### src/rtl/mul8_fsm.sv
// mul8_fsm -- sequential 8x8 unsigned shift-and-add multiplier-accumulator.
//
// Computes P = A*B + C (or P = A*B when MUL_ACC_EN is not defined), one
// partial product per clock, behind a start/busy/done handshake. It rebuilds
// a dividend from quotient (A), divisor (B) and remainder (C) for the
// companion 8-bit divider.
//
// Build option:
//   MUL_ACC_EN  defined   -> accumulator starts at {8'b0, C}
//               undefined -> accumulator starts at 0; the C port is ignored
//
// Ports:
//   clk    in   1   system clock, rising edge
//   rst    in   1   synchronous, active-high reset (priority over start)
//   start  in   1   operation request, sampled only in IDLE
//   A      in   8   multiplicand, captured on the accepting edge
//   B      in   8   multiplier, captured on the accepting edge
//   C      in   8   addend, captured on the accepting edge
//   P      out  16  result register, holds until the next operation completes
//   busy   out  1   high in CALC and DONE
//   done   out  1   one-cycle pulse in DONE
module mul8_fsm (
    input  logic        clk,
    input  logic        rst,
    input  logic        start,
    input  logic [7:0]  A,
    input  logic [7:0]  B,
    input  logic [7:0]  C,
    output logic [15:0] P,
    output logic        busy,
    output logic        done
);

    localparam logic [1:0] S_IDLE = 2'd0;
    localparam logic [1:0] S_CALC = 2'd1;
    localparam logic [1:0] S_DONE = 2'd2;

    logic [1:0]  state_q, state_d;
    logic [15:0] acc_q,   acc_d;
    logic [15:0] mcand_q, mcand_d;
    logic [7:0]  mplier_q, mplier_d;
    logic [2:0]  cnt_q,   cnt_d;
    logic [15:0] p_q,     p_d;

    logic [15:0] acc_load;
    logic [15:0] sum;

`ifdef MUL_ACC_EN
    assign acc_load = {8'b0, C};
`else
    assign acc_load = '0;
    // C is deliberately unconnected in this build; this reduction drives nothing.
    logic unused_c;
    assign unused_c = ^C;
`endif

    // Accumulator after this step's conditional add; also the final result
    // when the eighth partial product is taken.
    assign sum = acc_q + (mplier_q[0] ? mcand_q : 16'h0000);

    always_comb begin
        state_d  = state_q;
        acc_d    = acc_q;
        mcand_d  = mcand_q;
        mplier_d = mplier_q;
        cnt_d    = cnt_q;
        p_d      = p_q;

        case (state_q)
            S_IDLE: begin
                if (start) begin
                    mcand_d  = {8'b0, A};
                    mplier_d = B;
                    acc_d    = acc_load;
                    cnt_d    = '0;
                    state_d  = S_CALC;
                end
            end
            S_CALC: begin
                acc_d    = sum;
                mcand_d  = mcand_q << 1;
                mplier_d = mplier_q >> 1;
                cnt_d    = cnt_q + 3'd1;
                if (cnt_q == 3'd7) begin
                    p_d     = sum;
                    state_d = S_DONE;
                end
            end
            S_DONE: begin
                state_d = S_IDLE;
            end
            default: begin
                state_d = S_IDLE;
            end
        endcase
    end

    always_ff @(posedge clk) begin
        if (rst) begin
            state_q  <= S_IDLE;
            acc_q    <= '0;
            mcand_q  <= '0;
            mplier_q <= '0;
            cnt_q    <= '0;
            p_q      <= '0;
        end else begin
            state_q  <= state_d;
            acc_q    <= acc_d;
            mcand_q  <= mcand_d;
            mplier_q <= mplier_d;
            cnt_q    <= cnt_d;
            p_q      <= p_d;
        end
    end

    assign P    = p_q;
    assign busy = (state_q != S_IDLE);
    assign done = (state_q == S_DONE);

endmodule

### config.mk
export PLATFORM = sky130hd
export DESIGN_NAME = mul8_fsm
export DESIGN_NICKNAME = d
export VERILOG_FILES = /design/src/rtl/mul8_fsm.sv
export SDC_FILE = /design/constraint.sdc
export NUM_CORES = 1
export LEC_CHECK = 0
export CAP_MARGIN = 20
export CORE_MARGIN = 3
export CORE_UTILIZATION = 45
export CTS_CLUSTER_DIAMETER = 40
export DETAILED_ROUTE_END_ITERATION = 16
export HOLD_SLACK_MARGIN = 0.15
export MAX_ROUTING_LAYER = met4
export PLACE_DENSITY = 0.76
export RECOVER_POWER = 25
export SLEW_MARGIN = 30
export SYNTH_ARGS = -nofsm -noshare
export SYNTH_HDL_FRONTEND = slang
export SYNTH_SLANG_ARGS = --single-unit
### constraint.sdc
create_clock -name clk -period 2.6 [get_ports clk]
set_input_delay 0.26 -clock clk [delete_from_list [all_inputs] [get_ports clk]]
set_output_delay 0.26 -clock clk [all_outputs]
set_load 0.02 [all_outputs]
# ---- Word-level counts from Yosys, hierarchy flattened
# Index checks and enable logic that the tools add are counted.
dict set report word_totals {
  reg_bits 61
  inputBits 27
  out_inout_bits 18
  elab_cells 31
}
dict set report op_classes {
  n_addsub 2
  n_eq_ne 5
  mux 12
  reduce_logical 6
}
# operator count
set ops {}
lappend ops {{$pmux W16 S2} 2}
lappend ops {{$mux W16} 3}
lappend ops {{$add A16 B16 Y16} 1}
lappend ops {{$pmux W8 S2} 1}
lappend ops {{$mux W8} 1}
lappend ops {{$pmux W3 S2} 1}
lappend ops {{$reduce_and A2 Y1} 3}
lappend ops {{$mux W2} 2}
lappend ops {{$ne A2 B2 Y1 const B} 2}
lappend ops {{$pmux W2 S2} 1}
lappend ops {{$reduce_bool A2 Y1} 2}
lappend ops {{$add A3 B1 Y3 const B} 1}
lappend ops {{$eq A3 B3 Y1 const B} 1}
lappend ops {{$mux W3} 1}
lappend ops {{$eq A2 B1 Y1 const B} 1}
lappend ops {{$eq A2 B2 Y1 const B} 1}
lappend ops {{$logic_not A2 Y1} 1}

# ---- Longest topological paths before layout
# Gate-level depths: netlist of run 1.
dict set report logic_depth {
  ltp_word 3
  mapped_depth 10
  depth_no_buf 9
}

# ---- Worst setup path after synthesis of run 1
# No wires, ideal clock.
dict set report synth_timing {
  path_type {register to register}
  from {register mplier_q[0]}
  to {register acc_q[14]}
  setup_ps 123
  t_arrival_ps 2215
  t_required_ps 2477
  setup_slack_ps 262
  stages_incl_launch_ff 11
  path_buffers 1
  period_less_slack_ps 2338
  cell_sequence {dfxtp_1 -> clkbuf_1 -> and2_1 -> ha_1 -> fa_1 -> a21oi_1 -> o211ai_1 -> a31oi_1 -> a21oi_1 -> xnor2_1 -> o21ai_0}
}
dict set report synth_between {
  elab_chain_cells 3
}
# element line
set synth_lines {}
lappend synth_lines {{start, declared} 41} ;# logic [7:0] mplier_q, mplier_d;
lappend synth_lines {{start signal, assigned} 110} ;# mplier_q <= mplier_d;
lappend synth_lines {{$mux W16} 59} ;# assign sum = acc_q + (mplier_q[0] ? mcand_q : 16'h0000);
lappend synth_lines {{$add A16 B16 Y16} 59}
lappend synth_lines {{$pmux W16 S2} 69} ;# case (state_q)
lappend synth_lines {{end signal, assigned} 101} ;# acc_q <= '0;
lappend synth_lines {{end signal, assigned} 108} ;# acc_q <= acc_d;
lappend synth_lines {{end, declared} 39} ;# logic [15:0] acc_q, acc_d;
# Every way passes these cells.
# A chain may end at the register's enable or synchronous reset.

# ---- Worst setup path after layout of run 1
dict set report layout_timing {
  from {register mplier_q[0]}
  to {register p_q[14] (netlist: P[14])}
}
dict set report layout_between {
  elab_chain_cells 2
}
# element line
set layout_lines {}
lappend layout_lines {{$mux W16} 59}
lappend layout_lines {{$add A16 B16 Y16} 59}
lappend layout_lines {{end signal, assigned} 112} ;# p_q <= p_d;
lappend layout_lines {{end, declared} 43} ;# logic [15:0] p_q, p_d;
# Every way passes these cells.

==> run metrics, run 1 <==
status complete, no violations; commonest non-fill, non-tap cells in the layout nor2_1 (63), dfxtp_1 (60), nand2_1 (34); LEAKAGE 1.56 nW; IO Port Bufs 36; layout filler cell count 663; Clock transition at path regs 0.06 ns; row cnt 30; Non-Filler Instances 524; CTS Buf Count 9; Post-Syn Nets roughly 440; Cell variety after synth 46; Tightest Pin Transition roughly 1 ns; DR pass1 iterations 4; Final min period approximately 2.3 ns; CP endpoint kind register; clock power share 0.417; Seq cells post-synth 61; GRT busiest layer met2; Slew Limit Fails 0; Area Overhead vs Synth 20.0%; gpl congestion slightly below 0.9; final instance area 3830 sq um; worst-case clock buffer depth 2; layout cell share with drive strength beyond 1 0.0794; first-pass GRT wire length 12,400 um; Die W 90.2 um; top_reg_cell synth dfxtp_1; GRT overflow 0; max frequency 0.428 GHz; final worst path period share 0.899; # nets final 468; max_slew headroom 0.353; grt met1 use 0.234; antenna violations before repair 0; DR iter-0 viols 124; final hold slack 0.372 ns; Via density 5.40; met2 usage 0.301; most common cell after layout, fill and taps aside nor2_1; Finish-stage setup viols 0; Multi-input gate area 1860 sq um; Post-CTS Setup Repair Bufs 0; Req. time, crit path 2.87 ns; final hold viol count 0; CORE AREA 6830 sq um; YS warnings 0; Post-DP HPWL 5240 um; post-synthesis sequential area ratio 0.383; average size of a mapped cell 8.16 sq um; setup total negative slack 0 ns; Net Sw Power around 0.49 mW; Crit Path Class reg2reg; Initial Util 0.467; DRC viols 0; Die H 90.2 um; unrepaired setup endpoints after global routing false; number of flops mapped to enable cells by yosys 0; class of the worst hold path in2reg; Clock Latency Late Sink 0.34 ns; Post-Synthesis Cells 391; Inst Count DP 508; Die ar. 8140 sq um; max cap viols 0; Power Dens Cells between 500 and 600 nW/um^2; All-Layer GR Usage 0.189; Wirelength per Cell ~14 um; Post-synth ARST share 0; GRT met3 Usage 0.0469; Cell Area, Placed roughly 3600 sq um; Antenna Cells 0; Post-Syn Area 3190 sq um; Pint 1.51 mW; H-tree Lvls 3; largest net degree at the start of global routing 30; Routed WL 7180 um; routed via count around 2,800; Max Clock Skew 0.00655 ns; # clock sinks 61; Logic pwr share 0.092; Reg area 1220 sq um; IO Count 45; Antenna Violating Nets Remaining 0; switching share of power 0.244; CP max FO 10; clock root cell clkbuf_8; vias in the first global route 2,705; sequential power share 0.491; WP data arrival 2.61 ns; startpoint types register; hold_buf cts 0; worst vdd ir between 0.3 and 0.4 mV; CTS tree yes
[critical path, stage by stage, from the launching register on]
cell and delay [ns]:
dfxtp_2 0.35, buf_4 0.16, and2_1 0.16, ha_1 0.39, nand2_2 0.09, o41ai_2 0.33, a31oi_1 0.07, buf_4 0.16
or4_1 0.39, a31oi_1 0.16
[per-stage QoR]
step | total power, mW | setup WS (ns) | utilization
2_1_floorplan | 1.12 | 0.262 | -
3_3_place_gp | 1.18 | 0.243 | 0.532
3_5_place_dp | 1.19 | 0.227 | 0.532
4_1_cts | 2.01 | 0.202 | 0.560
5_1_grt | 2.08 | 0.0744 | 0.561
6_report | 2.00 | 0.263 | 0.561
[path summary, 6_finish.rpt]
check / startpoint / end / slack, ns / cells after the start
hold / removal: rst / mcand_q[11] / 0.37 / 2
setup reg to reg: mplier_q[0] / P[14] / 0.26 / 9
setup / recovery: mplier_q[0] / P[14] / 0.26 / 9
hold reg to reg: P[4] / P[4] / 0.45 / 2
[area by class of cell]
| type | count | share of cell area |
|---|---|---|
| Clock buffer | 12 | 0.0379 |
| Clock inverter | 4 | 0.0124 |
| Inverter | 2 | 0.00196 |
| Multi-Input combinational cell | 303 | 0.486 |
| Sequential cell | 61 | 0.319 |
| Tap cell | 96 | 0.0314 |
| Timing Repair Buffer | 46 | 0.111 |
[synthesized netlist by cell type (3+ instances only)]
cell type  count  area, sq um
dfxtp_1       61         1220
mux2i_1        7         70.1
a21o_1         3         22.5
o21ai_0       11         55.1
ha_1          17          213
nor2_1        63          236
and2_1        17          106
nand2_1       34          128
o21a_1         5         37.5
nand3_1        4         20.0
a31oi_1        7         43.8
buf_2          8         40.0
clkbuf_1      14         52.6
a22o_1         3         26.3
a21oi_1       34          170
a22oi_1       15          113
nand4_1        4         25.0
nor3_1        11         55.1
xor2_1         4         35.0
xnor2_1        9         78.8
nor2b_1       14         87.6
a211oi_1      11         82.6
or2_2          5         31.3
[sequential cells by signal, indices dropped and copies added, names as in the netlist]
| name | count |
|---|---|
| P | 16 |
| acc_q | 16 |
| mcand_q | 16 |
| mplier_q | 8 |
| cnt_q | 3 |
| state_q | 2 |
[cell families (layout without fill, tap and decap cells)]
logic type | Yosys count | count (layout) | share of synthesized area
multiplexers | 7 | 7 | 0.0220
AO/OA/AOI/OAI | 103 | 103 | 0.213
adder cells (fa/ha/maj) | 18 | 18 | 0.0729
buffers and inverters | 27 | 64 | 0.0357
AND/OR/NAND/NOR | 162 | 162 | 0.238
XOR/XNOR | 13 | 13 | 0.0357
flip-flops | 61 | 61 | 0.383
[power groups by stage]
stage / clock network [mW] / registers [mW] / logic (mW)
after detailed placement: 0 / 1.00 / 0.185
after floorplan: 0 / 0.996 / 0.126
after CTS: 0.848 / 0.980 / 0.185
after global routing: 0.893 / 0.983 / 0.207
final: 0.832 / 0.980 / 0.184
after global placement: 0 / 1.00 / 0.180
[routing by layer]
metal | vias up | share of wire
met5 | - | 0
met4 | 0 | 0.016
met3 | 13 | 0.055
met2 | 71 | 0.46
met1 | 1302 | 0.46
li1 | 1442 | -
[repair_timing]
action | CTS | global route
setup endpoints to repair | 0 | 4
resized for setup | 0 | 3
hold endpoints to repair | 0 | 0
(Power assumes the default switching activity.)
==> run 2, diff against run 1 <==
--- a/config.mk
+++ b/config.mk
@@ -5,15 +5,16 @@
 export SDC_FILE = /design/constraint.sdc
 export NUM_CORES = 1
 export LEC_CHECK = 0
+export ABC_CLOCK_PERIOD_IN_PS = 2600
 export CAP_MARGIN = 20
 export CORE_MARGIN = 3
 export CORE_UTILIZATION = 45
-export CTS_CLUSTER_DIAMETER = 40
 export DETAILED_ROUTE_END_ITERATION = 16
 export HOLD_SLACK_MARGIN = 0.15
 export MAX_ROUTING_LAYER = met4
 export PLACE_DENSITY = 0.76
 export RECOVER_POWER = 25
+export SKIP_LAST_GASP = 1
 export SLEW_MARGIN = 30
 export SYNTH_ARGS = -nofsm -noshare
 export SYNTH_HDL_FRONTEND = slang
==> results of run 2 <==
Same layout as run 1: the final DEF is identical, and so are final timing and power.
==> run 3, diff against run 2 <==
==> config.mk (replaced) <==
export PLATFORM = sky130hd
export DESIGN_NAME = mul8_fsm
export DESIGN_NICKNAME = d
export VERILOG_FILES = /design/src/rtl/mul8_fsm.sv
export SDC_FILE = /design/constraint.sdc
export NUM_CORES = 1
export LEC_CHECK = 0
export ABC_CLOCK_PERIOD_IN_PS = 2000
export CAP_MARGIN = 20
export CORE_MARGIN = 3
export CORE_UTILIZATION = 45
export DETAILED_ROUTE_END_ITERATION = 16
export HOLD_SLACK_MARGIN = 0.15
export MAX_ROUTING_LAYER = met4
export PLACE_DENSITY = 0.78
export RECOVER_POWER = 25
export SKIP_LAST_GASP = 1
export SLEW_MARGIN = 20
export SYNTH_ARGS = -nofsm -noshare
export SYNTH_HDL_FRONTEND = slang
export SYNTH_SLANG_ARGS = --single-unit
==> constraint.sdc (replaced) <==
create_clock -name clk -period 2 [get_ports clk]
set_input_delay 0.2 -clock clk [delete_from_list [all_inputs] [get_ports clk]]
set_output_delay 0.2 -clock clk [all_outputs]
set_load 0.02 [all_outputs]
==> run 3 against run 2 <==
Against the previous run:
- the run now ends with negative setup slack left
- flip-flop and latch count unchanged
- core utilization up 12 points
- die area unchanged
- cell count up 9.5%
- global-route usage up 3.8 points
- total power up 38%
- non-clock buffer count up 50
- highest routed layer unchanged
- sequential power up 31%
- routed wire length up 35%
- count of clock-buffer cells in the layout unchanged
==> run metrics, run 3 (synthesized netlist as in run 1, its figures left out) <==
Finish-stage setup viols 20; vias in the first global route between 3,000 and 4,000; failing checks negative setup slack; first-pass GRT wire length about 14,000 um; Reg area 1220 sq um; Logic pwr share 0.115; DR pass1 iterations 5; max frequency about 0.43 GHz; LEAKAGE 1.83 nW; Area Overhead vs Synth 45.3%; Final min period 2.32 ns; max_slew headroom 0.448; status finished with violations; antenna violations before repair 0; hold_buf cts 0; Pint 2.08 mW; DR iter-0 viols 242; # nets final 518; worst-case clock buffer depth 2; Inst Count DP 542; switching share of power 0.244; Power Dens Cells about 590 nW/um^2; Clock Latency Late Sink 0.34 ns; Clock transition at path regs 0.07 ns; Non-Filler Instances 574; clock power share 0.420; class of the worst hold path in2reg; RR Startpoint mplier_q[0]; gpl congestion 0.853; routed via count roughly 3,200; CTS Buf Count 9; final worst path period share 1.16; setup total negative slack -3.08 ns; worst vdd ir 0.350 mV; H-tree Lvls 3; IO Port Bufs 36; # clock sinks 61; Tightest Pin Transition 0.825 ns; final hold viol count 0; Wirelength per Cell roughly 17 um; Power, Total 2.74 mW; Post-DP HPWL 5800 um; layout cell share with drive strength beyond 1 0.293; All-Layer GR Usage 0.227; Via density 5.58; GRT overflow 0; commonest non-fill, non-tap cells in the layout nor2_1 (61), dfxtp_1 (60), buf_4 (54); Routed WL 9680 um; Initial Util 0.467; Req. time, crit path around 2.2 ns; max cap viols 0; Cell Area, Placed 3980 sq um; WP data arrival 2.54 ns; unrepaired setup endpoints after global routing true; final hold slack 0.206 ns; R2R setup slack -0.32 ns; clock root cell clkbuf_8; reg2reg path depth 9; pre-CTS setup slack -0.222 ns; CP max FO 7; R2R Path End acc_q[14]; CP endpoint kind register; Max Clock Skew 0.00758 ns; Slew Limit Fails 0; Crit Path Class reg2reg; Antenna Cells 0; DRC viols 0; Net Sw Power between 0.6 and 0.7 mW; Die H 90.2 um; fin worst setup slack -0.317 ns; CP endpoint acc_q[14]; layout filler cell count 524; final instance area 4640 sq um; IO Count 45; Multi-input gate area ~2300 sq um; Die ar. 8140 sq um; row cnt 30; fin util 0.679; Die W 90.2 um; most common cell after layout, fill and taps aside nor2_1; CORE AREA 6830 sq um; startpoint types register; largest net degree at the start of global routing 24; CTS tree yes; Antenna Violating Nets Remaining 0; sequential power share 0.465; Crit. Startpoint mplier_q[0]
## run 3: cell count changes in the layout (fill, tap and decap cells not counted), moves of 8 or more
cell,change
clkdlybuf4s50_1,+8
and2_4,+8
dlygate4sd3_1,-8
buf_4,+45
and2_1,-8
ha_1,-13
ha_4,+11
## run 3: power by group through the flow
stage	logic [mW]	clock network [mW]	registers [mW]
after global placement	0.272	0	1.30
final	0.316	1.15	1.28
after global routing	0.345	1.23	1.28
after detailed placement	0.278	0	1.30
after CTS	0.299	1.17	1.27
after floorplan	0.170	0	1.30
## run 3: final cells by class
cell class,instances,area share
Tap cell,96,0.0259
Inverter,2,0.00162
Timing Repair Buffer,96,0.176
Clock inverter,4,0.00971
Sequential cell,61,0.264
Multi-Input combinational cell,303,0.487
Clock buffer,12,0.0356
## run 3: layer usage
metal,vias to the layer above,track usage,share of wire,wire length [um]
met2,133,0.389,0.50,4820
met4,0,0.0957,0.047,450
li1,1544,-,-,-
met1,1487,0.251,0.39,3810
met5,-,-,0,0
met3,41,0.0561,0.061,595
## run 3: worst max-delay path, stage by stage, from the launching register on
cell and delay [ns]:
dfxtp_4 0.37, buf_6 0.13, and2_4 0.16, ha_4 0.26
a211oi_4 0.29, o211ai_1 0.21, a31oi_2 0.37, a21oi_2 0.10
xnor2_1 0.21, o21ai_1 0.09
## run 3: worst min-delay path by stage
stage	start	end	slack, ns	depth (start not counted)
after global routing	rst	acc_q[3]	0.22	2
after detailed placement	P[5]	P[5]	0.45	2
after CTS	rst	acc_q[3]	0.20	2
after global placement	P[10]	P[10]	0.44	2
final	rst	acc_q[0]	0.21	2
after floorplan	acc_q[13]	acc_q[13]	0.43	2
## run 3: timing repair
| action | CTS | global route |
|---|---|---|
| setup endpoints to repair | 20 | 23 |
| resized for setup | 43 | 24 |
| pin swaps | 13 | 28 |
| setup buffers | 6 | 10 |
